[src/rtl/axis_frame_tx_if.sv]
// axis_frame_tx_if: AXI4-Stream bundle carrying the transmitter's output frames.
// Ports: none. Signals: tdata, tkeep, tvalid, tlast, tuser (source-driven), tready (sink-driven).
// Modports: master = stream source, slave = stream sink.
interface axis_frame_tx_if #(
    parameter int DATA_WIDTH = 64,
    parameter int KEEP_WIDTH = DATA_WIDTH / 8,
    parameter int USER_WIDTH = 1
);
    logic [DATA_WIDTH-1:0] tdata;
    logic [KEEP_WIDTH-1:0] tkeep;
    logic                  tvalid;
    logic                  tready;
    logic                  tlast;
    logic [USER_WIDTH-1:0] tuser;
    modport master (output tdata, tkeep, tvalid, tlast, tuser, input tready);
    modport slave (input tdata, tkeep, tvalid, tlast, tuser, output tready);
endinterface

[src/rtl/axis_frame_tx.sv]
// axis_frame_tx: command-driven AXI4-Stream frame transmitter reading a 1-cycle-latency RAM.
// Ports: clk, rstn (sync, active-low); cmd_valid/cmd_ready/cmd_addr/cmd_len/cmd_user command
// handshake; mem_rd_en/mem_rd_addr/mem_rd_data RAM read port; busy (frame in progress);
// m_axis (axis_frame_tx_if.master) output stream.
// Optional: define AXIS_FRAME_TX_STATS_EN to add stat_frames / stat_beats counters.
module axis_frame_tx #(
    parameter int DATA_WIDTH = 64,
    parameter int KEEP_WIDTH = DATA_WIDTH / 8,
    parameter int ADDR_WIDTH = 10,
    parameter int LEN_WIDTH  = 16,
    parameter int USER_WIDTH = 1
) (
    input  logic                  clk,
    input  logic                  rstn,
    input  logic                  cmd_valid,
    output logic                  cmd_ready,
    input  logic [ADDR_WIDTH-1:0] cmd_addr,
    input  logic [LEN_WIDTH-1:0]  cmd_len,
    input  logic [USER_WIDTH-1:0] cmd_user,
    output logic                  mem_rd_en,
    output logic [ADDR_WIDTH-1:0] mem_rd_addr,
    input  logic [DATA_WIDTH-1:0] mem_rd_data,
    output logic                  busy,
`ifdef AXIS_FRAME_TX_STATS_EN
    output logic [31:0]           stat_frames,
    output logic [31:0]           stat_beats,
`endif
    axis_frame_tx_if.master       m_axis
);
    typedef enum logic [1:0] {IDLE, RUN, DRAIN} state_t;
    typedef struct packed {
        logic [DATA_WIDTH-1:0] data;
        logic [KEEP_WIDTH-1:0] keep;
        logic                  last;
        logic [USER_WIDTH-1:0] user;
    } ent_t;
    state_t                state_q, state_d;
    logic [ADDR_WIDTH-1:0] addr_q, addr_d;
    logic [LEN_WIDTH-1:0]  left_q, left_d;
    logic                  first_q, first_d;
    logic [KEEP_WIDTH-1:0] lkeep_q, lkeep_d;
    logic [USER_WIDTH-1:0] tag_q, tag_d;
    logic                  fly_q, fly_d, fly_first_q, fly_first_d, fly_last_q, fly_last_d;
    logic [1:0]            occ_q, occ_d;
    ent_t                  ent_q [2];
    ent_t                  ent_d [2];
    ent_t                  ent_in;
    logic [LEN_WIDTH:0]    len_ext;
    logic [LEN_WIDTH-1:0]  rem;
    logic                  tvalid, pop, rd, cmd_fire;
    always_comb begin
        len_ext     = {1'b0, cmd_len};
        rem         = cmd_len % LEN_WIDTH'(KEEP_WIDTH);
        tvalid      = occ_q != 2'd0;
        pop         = tvalid & m_axis.tready;
        cmd_fire    = cmd_valid & cmd_ready;
        // Occupancy after this cycle's pop plus the read already in flight must leave room for one more.
        rd          = (state_q == RUN) && (3'(occ_q) + 3'(fly_q) - 3'(pop) < 3'd2);
        state_d     = state_q;
        addr_d      = addr_q;
        left_d      = left_q;
        first_d     = first_q;
        lkeep_d     = lkeep_q;
        tag_d       = tag_q;
        fly_d       = rd;
        fly_first_d = first_q;
        fly_last_d  = left_q == LEN_WIDTH'(1);
        if (cmd_fire && cmd_len != '0) begin
            state_d = RUN;
            addr_d  = cmd_addr;
            left_d  = LEN_WIDTH'((len_ext + (LEN_WIDTH+1)'(KEEP_WIDTH - 1)) / (LEN_WIDTH+1)'(KEEP_WIDTH));
            lkeep_d = rem == '0 ? '1 : KEEP_WIDTH'({KEEP_WIDTH{1'b1}} >> (LEN_WIDTH'(KEEP_WIDTH) - rem));
            tag_d   = cmd_user;
            first_d = 1'b1;
        end
        if (rd) begin
            addr_d  = addr_q + 1'b1;
            left_d  = left_q - 1'b1;
            first_d = 1'b0;
            if (left_q == LEN_WIDTH'(1)) state_d = DRAIN;
        end
        if (state_q == DRAIN && pop && ent_q[0].last) state_d = IDLE;
        ent_in.data = mem_rd_data;
        ent_in.keep = fly_last_q ? lkeep_q : '1;
        ent_in.last = fly_last_q;
        ent_in.user = fly_first_q ? tag_q : '0;
        // Entry 0 is the output register, entry 1 the skid slot; a pop shifts skid forward.
        ent_d[0] = pop ? ent_q[1] : ent_q[0];
        ent_d[1] = ent_q[1];
        if (fly_q) begin
            if (occ_q == 2'(pop)) ent_d[0] = ent_in;
            else ent_d[1] = ent_in;
        end
        occ_d = occ_q + 2'(fly_q) - 2'(pop);
    end
    always_ff @(posedge clk) begin
        if (!rstn) begin
            state_q <= IDLE;
            occ_q   <= 2'd0;
            fly_q   <= 1'b0;
        end else begin
            state_q <= state_d;
            occ_q   <= occ_d;
            fly_q   <= fly_d;
        end
    end
    always_ff @(posedge clk) begin
        addr_q      <= addr_d;
        left_q      <= left_d;
        first_q     <= first_d;
        lkeep_q     <= lkeep_d;
        tag_q       <= tag_d;
        fly_first_q <= fly_first_d;
        fly_last_q  <= fly_last_d;
        ent_q       <= ent_d;
    end
    assign cmd_ready     = rstn && state_q == IDLE;
    assign busy          = state_q != IDLE;
    assign mem_rd_en     = rd;
    assign mem_rd_addr   = addr_q;
    assign m_axis.tvalid = tvalid;
    assign m_axis.tdata  = ent_q[0].data;
    assign m_axis.tkeep  = ent_q[0].keep;
    assign m_axis.tlast  = tvalid & ent_q[0].last;
    assign m_axis.tuser  = tvalid ? ent_q[0].user : '0;
`ifdef AXIS_FRAME_TX_STATS_EN
    logic [31:0] frames_q, frames_d, beats_q, beats_d;
    always_comb begin
        frames_d = frames_q + 32'(pop & ent_q[0].last);
        beats_d  = beats_q + 32'(pop);
    end
    always_ff @(posedge clk) begin
        if (!rstn) begin
            frames_q <= '0;
            beats_q  <= '0;
        end else begin
            frames_q <= frames_d;
            beats_q  <= beats_d;
        end
    end
    assign stat_frames = frames_q;
    assign stat_beats  = beats_q;
`endif
endmodule

[src/flat_wrapper.sv]
// flat-port wrapper written by rule: the top's interface ports become plain ports
module axis_frame_tx_flat 
#(
    parameter int DATA_WIDTH = 64,
    parameter int KEEP_WIDTH = DATA_WIDTH / 8,
    parameter int ADDR_WIDTH = 10,
    parameter int LEN_WIDTH  = 16,
    parameter int USER_WIDTH = 1
)
  (clk, rstn, cmd_valid, cmd_ready, cmd_addr, cmd_len, cmd_user, mem_rd_en, mem_rd_addr, mem_rd_data, busy, m_axis_tdata, m_axis_tkeep, m_axis_tvalid, m_axis_tlast, m_axis_tuser, m_axis_tready);
  axis_frame_tx_if #(.DATA_WIDTH(DATA_WIDTH), .KEEP_WIDTH(KEEP_WIDTH), .USER_WIDTH(USER_WIDTH)) m_axis_i ();
  input  logic clk;
  input  logic rstn;
  input  logic cmd_valid;
  output logic cmd_ready;
  input  logic [ADDR_WIDTH-1:0] cmd_addr;
  input  logic [LEN_WIDTH-1:0] cmd_len;
  input  logic [USER_WIDTH-1:0] cmd_user;
  output logic mem_rd_en;
  output logic [ADDR_WIDTH-1:0] mem_rd_addr;
  input  logic [DATA_WIDTH-1:0] mem_rd_data;
  output logic busy;
  output wire logic [$bits(m_axis_i.tdata)-1:0] m_axis_tdata;
  output wire logic [$bits(m_axis_i.tkeep)-1:0] m_axis_tkeep;
  output wire logic [$bits(m_axis_i.tvalid)-1:0] m_axis_tvalid;
  output wire logic [$bits(m_axis_i.tlast)-1:0] m_axis_tlast;
  output wire logic [$bits(m_axis_i.tuser)-1:0] m_axis_tuser;
  input wire logic [$bits(m_axis_i.tready)-1:0] m_axis_tready;
  assign m_axis_tdata = m_axis_i.tdata;
  assign m_axis_tkeep = m_axis_i.tkeep;
  assign m_axis_tvalid = m_axis_i.tvalid;
  assign m_axis_tlast = m_axis_i.tlast;
  assign m_axis_tuser = m_axis_i.tuser;
  assign m_axis_i.tready = m_axis_tready;
  axis_frame_tx #(.DATA_WIDTH(DATA_WIDTH), .KEEP_WIDTH(KEEP_WIDTH), .ADDR_WIDTH(ADDR_WIDTH), .LEN_WIDTH(LEN_WIDTH), .USER_WIDTH(USER_WIDTH)) u_core (.clk(clk), .rstn(rstn), .cmd_valid(cmd_valid), .cmd_ready(cmd_ready), .cmd_addr(cmd_addr), .cmd_len(cmd_len), .cmd_user(cmd_user), .mem_rd_en(mem_rd_en), .mem_rd_addr(mem_rd_addr), .mem_rd_data(mem_rd_data), .busy(busy), .m_axis(m_axis_i));
endmodule
[config.mk]
export PLATFORM = sky130hd
export DESIGN_NAME = axis_frame_tx_flat
export DESIGN_NICKNAME = d
export VERILOG_FILES = /design/src/rtl/axis_frame_tx_if.sv /design/src/rtl/axis_frame_tx.sv /design/src/flat_wrapper.sv
export SDC_FILE = /design/constraint.sdc
export NUM_CORES = 1
export LEC_CHECK = 0
export CAP_MARGIN = 20
export CORE_AREA = 2 2 133 135
export DETAILED_ROUTE_END_ITERATION = 12
export DIE_AREA = 0 0 135 137
export PLACE_DENSITY = 0.78
export REMOVE_ABC_BUFFERS = 1
export SLEW_MARGIN = 10
export SYNTH_ARGS = -nofsm -noshare
export SYNTH_HDL_FRONTEND = slang
export SYNTH_SLANG_ARGS = --single-unit
export TNS_END_PERCENT = 20
[constraint.sdc]
create_clock -name clk -period 8.98 [get_ports clk]
set_input_delay 1.347 -clock clk [delete_from_list [all_inputs] [get_ports clk]]
set_output_delay 1.347 -clock clk [all_outputs]
set_load 0.03 [all_outputs]
# Word-level counts from Yosys, hierarchy flattened
# Index checks and enable logic that the tools add are counted.
# totals
register_bits,191
latchBits,0
ramBits,0
rom_bits,0
wordCells,64
mem_count,0
# op_classes
addsub,8
mul,0
div,0
n_lt_le_gt_ge,1
eq_ne,4
shift,1
n_mux,14
bitwise,5
n_reduce_logical,13
# ops
operator,count
2-to-1 mux 74 bit,3
2-to-1 mux 148 bit,1
2-to-1 mux 16 bit,2
2-to-1 mux 10 bit,2
adder 16 x 3 -> 17 bit (second input constant),1
equality test 16 x 1 -> 1 bit (second input constant),1
zero test 16 bit,1
nonzero test 16 bit,1
right shift 8 x 16 -> 8 bit (first input constant),1
subtractor 16 x 1 -> 16 bit (second input constant),1
adder 10 x 1 -> 10 bit (second input constant),1
2-to-1 mux 8 bit,1
2-to-1 mux 2 bit,3
nonzero test 2 bit,3
logical AND 1 bit,5
subtractor 4 x 3 -> 5 bit (first input constant),1
adder 2 x 1 -> 3 bit,1
AND 1 bit,3
less-than comparator 3 x 2 -> 1 bit (second input constant),1
subtractor 3 x 1 -> 3 bit,1
adder 2 x 1 -> 2 bit,1
equality test 2 x 1 -> 1 bit,1
equality test 2 x 1 -> 1 bit (second input constant),1
equality test 2 bit (second input constant),1
6 further kinds,8

# Logic depth before layout (Yosys ltp)
# Gate-level depths: netlist of the first run.
# depth
word_depth,7
mapped_depth,14

# Worst setup path before layout of the first run
# No wires, ideal clock.
# synth_timing
path_type,input to register
start,input port m_axis_tready
end,"register u_core.ent_q[0] in the netlist's numbering, enable pin"
setup_ps,516
arrival_time_ps,4757
setup_slack_ps,3707
cell_stages,3
path_buffers,0
path_cell_list,inv_1 -> a21oi_1 -> nor2b_1
# synth_via
elab_chain_cells,4
# synth_lines
item,line_no,text
start: declaration,flat_wrapper.sv:28,input wire logic [$bits(m_axis_i.tready)-1:0] m_axis_tready;
AND 1 bit,axis_frame_tx.sv:55,pop = tvalid & m_axis.tready;
equality test 2 x 1 -> 1 bit,axis_frame_tx.sv:91,if (occ_q == 2'(pop)) ent_d[0] = ent_in;
inverter 1 bit (no line),--,
AND reduction 2 bit (no line),--,
end signal: assignment,axis_frame_tx.sv:115,ent_q <= ent_d;
end: declaration,axis_frame_tx.sv:45,ent_t ent_q [2];
# Every way passes these cells.
# A chain may end at the register's enable or synchronous reset.

# Final worst setup path of the first run
# layout_timing
start,input port m_axis_tready
end,output port mem_rd_en
# layout_via
elab_chain_cells,4
# layout_lines
item,line_no,text
AND 1 bit,axis_frame_tx.sv:55,
subtractor 3 x 1 -> 3 bit,axis_frame_tx.sv:58,rd = (state_q == RUN) && (3'(occ_q) + 3'(fly_q) - 3'(pop) < 3'd2);
less-than comparator 3 x 2 -> 1 bit,axis_frame_tx.sv:58,
logical AND 1 bit,axis_frame_tx.sv:58,
end: declaration,flat_wrapper.sv:19,output logic mem_rd_en;
# Every way passes these cells.

==> metrics.yaml, run 1 <==
worst_setup_path:
  path_cells: "clkdlybuf4s50_1, nand2_4, xnor2_1, ha_1, inv_1, fa_1, xnor2_1, nand4b_1, buf_4, inv_1, clkdlybuf4s50_1"
  path_buf_inv: 5
  endpoint_kind: "output pin"
  worst_path_largest_cell_delay_ns: 0.79
  crit_arrival_ns: 4.75
  critPathLaunchType: "primary input"
  critical_path_class: "primary input to output pin"
  worst-path-max-fanout: 33
  crit_slowest_cell: "clkdlybuf4s50_1"
  cp.required_ns: 7.63
  crit_family: "buffers and inverters"
die:
  die_height_um: 137
  initial_core_util_pct: 48.9
  io_pins: 183
  dieWidth_um: 135
  fp.coreArea_sq_mm: 0.0171
  floorplan.die_area_sq_mm: 0.0185
  rows: 48
synthesis:
  synthTopCellsByCount: "nand2_1, edfxtp_1, o21ai_0, dfxtp_1, mux2i_1"
  synth_edf_count: 109
  yosys_register_bits: 191
  synth_top_area_share_pct: 39.2
  yosysUniqueCellTypes: 42
  yosys_most_used_dff: "edfxtp_1"
  synth_most_common_cell: "nand2_1"
  async_flop_share_pct: 0
  ys_warn_count: 0
  yosys.area_share.simple_pct: 11.1
  synthCells: 732
  synth_area_sq_mm: 0.00835
  synth_top_family_by_area: "simple AND/OR/NAND/NOR gates"
  syn-mean-instance-area_sq_um: 11.4
  synth_top_area_cell: "edfxtp_1"
  synth_top_cells_by_area: "edfxtp_1, dfxtp_1, mux2i_1"
  synth-adder-area-share_pct: 1.74
  synth_compound_area_share_pct: 6.70
  synthXorXnorAreaFrac_pct: 3.78
  synthMuxAreaShare_pct: 9.12
  ys_seq_area_share_pct: 58.9
timing:
  worst_pin_slew_ns: 0.962
  slew_headroom_pct: 35.9
  grt_setup_unrepaired: "no"
  hold_viol: 0
  finalSetupViolations: 0
  timing.hold.ws_ns: 0.356
  timing.fmax_ghz: 0.164
  finalCritPeriodShare_pct: 67.9
  finalCriticalPeriod_ns: 6.09
  skew_ns: 0.0133
  final.setup.tns_ns: 0
  finalMaxSlewViolations: 0
global_route:
  grt_max_degree: 127
  gr-usage-met2_pct: 30.0
  grt.busiest_layer: "met2"
  gr-total-overflow: 0
  grt_pass1_vias: 5134
  grtUsageMet3_pct: 4.19
  grt_first_pass_wirelength_um: 25500
  gr-usage-all-layers_pct: 17.6
  antenna_found_initial: 0
  use_met1_pct: 22.1
layout:
  num_antenna_cells: 0
  area_delta_synth_final_pct: 25.5
  fill_cells: 1422
  layout-drive-gt1-share_pct: 5.76
  nets: 944
clocking:
  ctsRootBufferMaster: "clkbuf_16"
  cts-htree-levels: 4
  cts_resized: 0
  cts_tree: "built"
  ctsHoldBuffers: 0
  clkTransAtPathRegs_ns: 0.07
  cts_buffers: 17
  postCtsSetupRepairBufs: 0
  clk_path_buf_depth: 2
  clk_latency_ns: 0.43
  clkSinkCount: 191
status:
  status: "complete, no violations"
route:
  avgViaCountPerCell: 4.98
  totalWireLength_um: 16400
  drc_errors: 0
  vias: 5361
  antenna_left: 0
  dr.pass1.iters: 5
  drt_iter0_drc: 339
  drt-wirelength-per-cell_um: 15.3
power_and_ir_drop:
  leakagePower_nw: 4.04
  peakVddDrop_uv: 196
  power.density_mw_per_mm2: 322
  finalPower_w: 0.00338
placed_design:
  place_congestion: 0.802
  port_buffers: 182
  dpl.hpwl_um: 11300
hold_path:
  hp-class: "register to register"
run:
  maxCapViolCount: 0
==> final timing paths <==
kind / start / end / slack, ns / cells after the start
worst max-delay path: m_axis_tready / mem_rd_en / 2.89 / 11
worst min-delay path: u_core.first_q / u_core.fly_first_q / 0.36 / 0
worst max register to register: u_core.occ_q[1] / u_core.left_q[13] / 5.41 / 12
worst min register to register: u_core.first_q / u_core.fly_first_q / 0.36 / 0
==> layer usage <==
metal	wire length (um)	share of wire, %	vias up
met2	7990	49	163
met3	1090	6.7	16
met5	0	0	-
li1	-	-	2690
met1	7180	44	2492
met4	165	1.0	0
==> power breakdown <==
group	internal (W)	switching (W)
registers	0.00118	0.000131
logic	0.000566	0.000755
clock network	0.000385	0.000361
total	0.00213	0.00125
==> cells by family (layout without fill, tap and decap cells) <==
| kind of cell | count (synthesis) | count (layout) |
|---|---|---|
| muxes | 76 | 76 |
| adders and majority gates | 11 | 11 |
| and+or+nand+nor | 193 | 193 |
| DFF | 191 | 191 |
| buffers and inverters | 116 | 235 |
| AOI/OAI and AO/OA | 109 | 109 |
| xor gates and xnor gates | 36 | 36 |
==> state kept, by name, summed over array words and instances, names as in the netlist <==
register             count
u_core.fly_first_q       1
u_core.fly_last_q        1
u_core.occ_q             2
u_core.first_q           1
u_core.state_q           2
u_core.mem_rd_addr      10
u_core.ent_q            76
u_core.m_axis.tdata     64
u_core.m_axis.tkeep      8
u_core.fly_q             1
u_core.tag_q             1
u_core.lkeep_q           8
u_core.left_q           16
==> cell usage in the layout, fill, tap and decap left out, types with 4 or more instances in the layout <==
cell type	instances
nor2_1	17
ha_1	10
nand3_1	8
xnor2_1	22
inv_6	4
a21oi_1	9
xor2_1	14
o21ai_0	95
inv_1	15
clkbuf_16	17
and2_1	4
nor3_1	9
mux2i_1	76
buf_4	4
inv_8	6
nor4_1	4
edfxtp_1	109
nand4_1	5
nand2_1	109
dfxtp_1	82
clkdlybuf4s50_1	182
nand2b_1	10
==> cell type report <==
type / instances / area, sq um / share of cell area, %
repair buffers: 188 / 1890 / 18.1
well taps: 225 / 282 / 2.69
inverters: 15 / 56.3 / 0.538
clock buffers: 18 / 439 / 4.19
multi-input cells: 425 / 2730 / 26.0
clock inverters: 14 / 160 / 1.53
flip-flops and latches: 191 / 4910 / 46.9
==> stage by stage <==
| stage | util, % | cells | cell area [sq um] | setup WS, ns |
|---|---|---|---|---|
| final | 61.4 | 1076 | 10500 | 2.89 |
| after floorplan | - | 631 | 7680 | 1.54 |
| after global routing | 61.4 | 1076 | 10500 | 2.57 |
| after CTS | 61.2 | 1074 | 10400 | 2.84 |
| after detailed placement | 57.6 | 1042 | 9830 | 2.90 |
| after global placement | 57.6 | 1042 | 9830 | 2.96 |
(Power assumes the default switching activity.)
==> run 2: changes to the inputs <==
==> constraint.sdc (replaced) <==
create_clock -name clk -period 6.03 [get_ports clk]
set_input_delay 0.9045 -clock clk [delete_from_list [all_inputs] [get_ports clk]]
set_output_delay 0.9045 -clock clk [all_outputs]
set_load 0.03 [all_outputs]
==> run 2 against run 1 <==
Hold slack lost 0.0021 ns. First-iteration DRC count decreased by 2.4%. Via count increased by 0.13%. Register-to-register slack worse by 2.9 ns. Global-route usage decreased by 0.15 points. Critical endpoint unchanged. Largest cell class unchanged. Largest power group unchanged.
==> metrics.yaml, run 2 (same netlist as run 1, synthesis figures left out) <==
status:
  status: "complete, no violations"
die:
  dieWidth_um: 135
  fp.coreArea_sq_mm: 0.0171
  die_height_um: 137
  io_pins: 183
  rows: 48
  initial_core_util_pct: 48.9
  floorplan.die_area_sq_mm: 0.0185
layout:
  layout-drive-gt1-share_pct: 5.65
  utilization_pct: 61.2
  fin_area_sq_mm: 0.0104
  final_cell_mix: "clkdlybuf4s50_1, nand2_1, edfxtp_1, o21ai_0, dfxtp_1"
  num_antenna_cells: 0
  largest_register_ffs: 76
  top_register: "u_core.ent_q"
  nets: 943
  layout_commonest_cell: "clkdlybuf4s50_1"
  area_delta_synth_final_pct: 25.0
timing:
  hold_viol: 0
  timing.hold.ws_ns: 0.354
  finalMaxSlewViolations: 0
  slew_headroom_pct: 31.9
  skew_ns: 0.0119
  timing.fmax_ghz: 0.216
  finalSetupViolations: 0
  finalCriticalPeriod_ns: 4.62
  finalCritPeriodShare_pct: 76.6
  grt_setup_unrepaired: "no"
  worst_pin_slew_ns: 1.02
worst_setup_path:
  critPathLaunchType: "primary input"
  endpoint_kind: "output pin"
  worst-path-max-fanout: 33
  cp.required_ns: 5.13
  critical_path_class: "primary input to output pin"
  crit_arrival_ns: 3.72
hold_path:
  hp-class: "register to register"
clocking:
  cts_buffers: 17
  clkSinkCount: 191
  clk_path_buf_depth: 2
  clk_latency_ns: 0.42
  ctsHoldBuffers: 0
  ctsRootBufferMaster: "clkbuf_16"
  cts-htree-levels: 4
  cts_resized: 0
  clkTransAtPathRegs_ns: 0.07
  postCtsSetupRepairBufs: 0
  cts_tree: "built"
power_and_ir_drop:
  clockPowerShare_pct: 22.1
  sw_frac_of_total_pct: 36.5
  p_switching_w: 0.00183
  p_int_w: 0.00318
  pwr-share-comb_pct: 39.0
  finalPower_w: 0.00502
  leakagePower_nw: 4.02
  p_seq_share_pct: 38.9
  peakVddDrop_uv: 227
  power.density_mw_per_mm2: 481
global_route:
  antenna_found_initial: 0
  gr-usage-all-layers_pct: 17.4
  grt_max_degree: 95
  grt_pass1_vias: 5116
  gr-total-overflow: 0
  grt_first_pass_wirelength_um: 25400
route:
  drt_iter0_drc: 331
  antenna_left: 0
  dr.pass1.iters: 5
  drt-wirelength-per-cell_um: 15.2
  totalWireLength_um: 16400
  drc_errors: 0
  vias: 5368
  avgViaCountPerCell: 4.99
run:
  maxCapViolCount: 0
placed_design:
  placed_area_sq_mm: 0.00983
  dpl.hpwl_um: 11100
  place_congestion: 0.842
  port_buffers: 182
## run 2: layer usage
layer	wire, um	global-route usage [%]
met3	989	4.19
met1	7340	22.7
met2	7840	29.3
met4	188	4.63
met5	0	0
## run 2: power by group through the flow
stage,registers (W),logic [W],clock network [W]
floorplan,0.00248,0.000694,0
detailed placement,0.00198,0.00196,0
CTS,0.00196,0.00197,0.00113
global placement,0.00197,0.00193,0
finish,0.00195,0.00196,0.00111
global route,0.00199,0.00210,0.00118
## run 2: layout make-up
class,instances,area (sq um)
fill,1416,6620
timing repair buffer,187,1860
clock inverter,14,161
clock buffer,18,429
inverter,15,56.3
multi-input combinational,425,2730
tap,225,282
sequential,191,4910
## run 2: final timing paths
| path | start | end | slack [ns] | depth (start not counted) |
|---|---|---|---|---|
| setup / recovery | m_axis_tready | mem_rd_en | 1.41 | 11 |
| hold / removal | u_core.first_q | u_core.fly_first_q | 0.35 | 0 |
| setup reg to reg | u_core.occ_q[1] | u_core.left_q[13] | 2.54 | 12 |
| hold reg to reg | u_core.first_q | u_core.fly_first_q | 0.35 | 0 |
## run 2: through the flow
| step | worst slack [ns] | setup TNS [ns] | cells |
|---|---|---|---|
| global route | 1.12 | 0 | 1075 |
| CTS | 1.36 | 0 | 1074 |
| detailed placement | 1.38 | 0 | 1042 |
| floorplan | -0.585 | -6.76 | 631 |
| finish | 1.41 | 0 | 1075 |
| global placement | 1.46 | 0 | 1042 |
## run 2: critical path, stage by stage
cell	delay (ns)
clkdlybuf4s50_1	0.52
nand2_4	0.22
xnor2_1	0.23
ha_1	0.17
inv_1	0.05
fa_1	0.38
xnor2_1	0.14
nand4b_1	0.11
buf_4	0.25
inv_1	0.47
buf_4	0.27
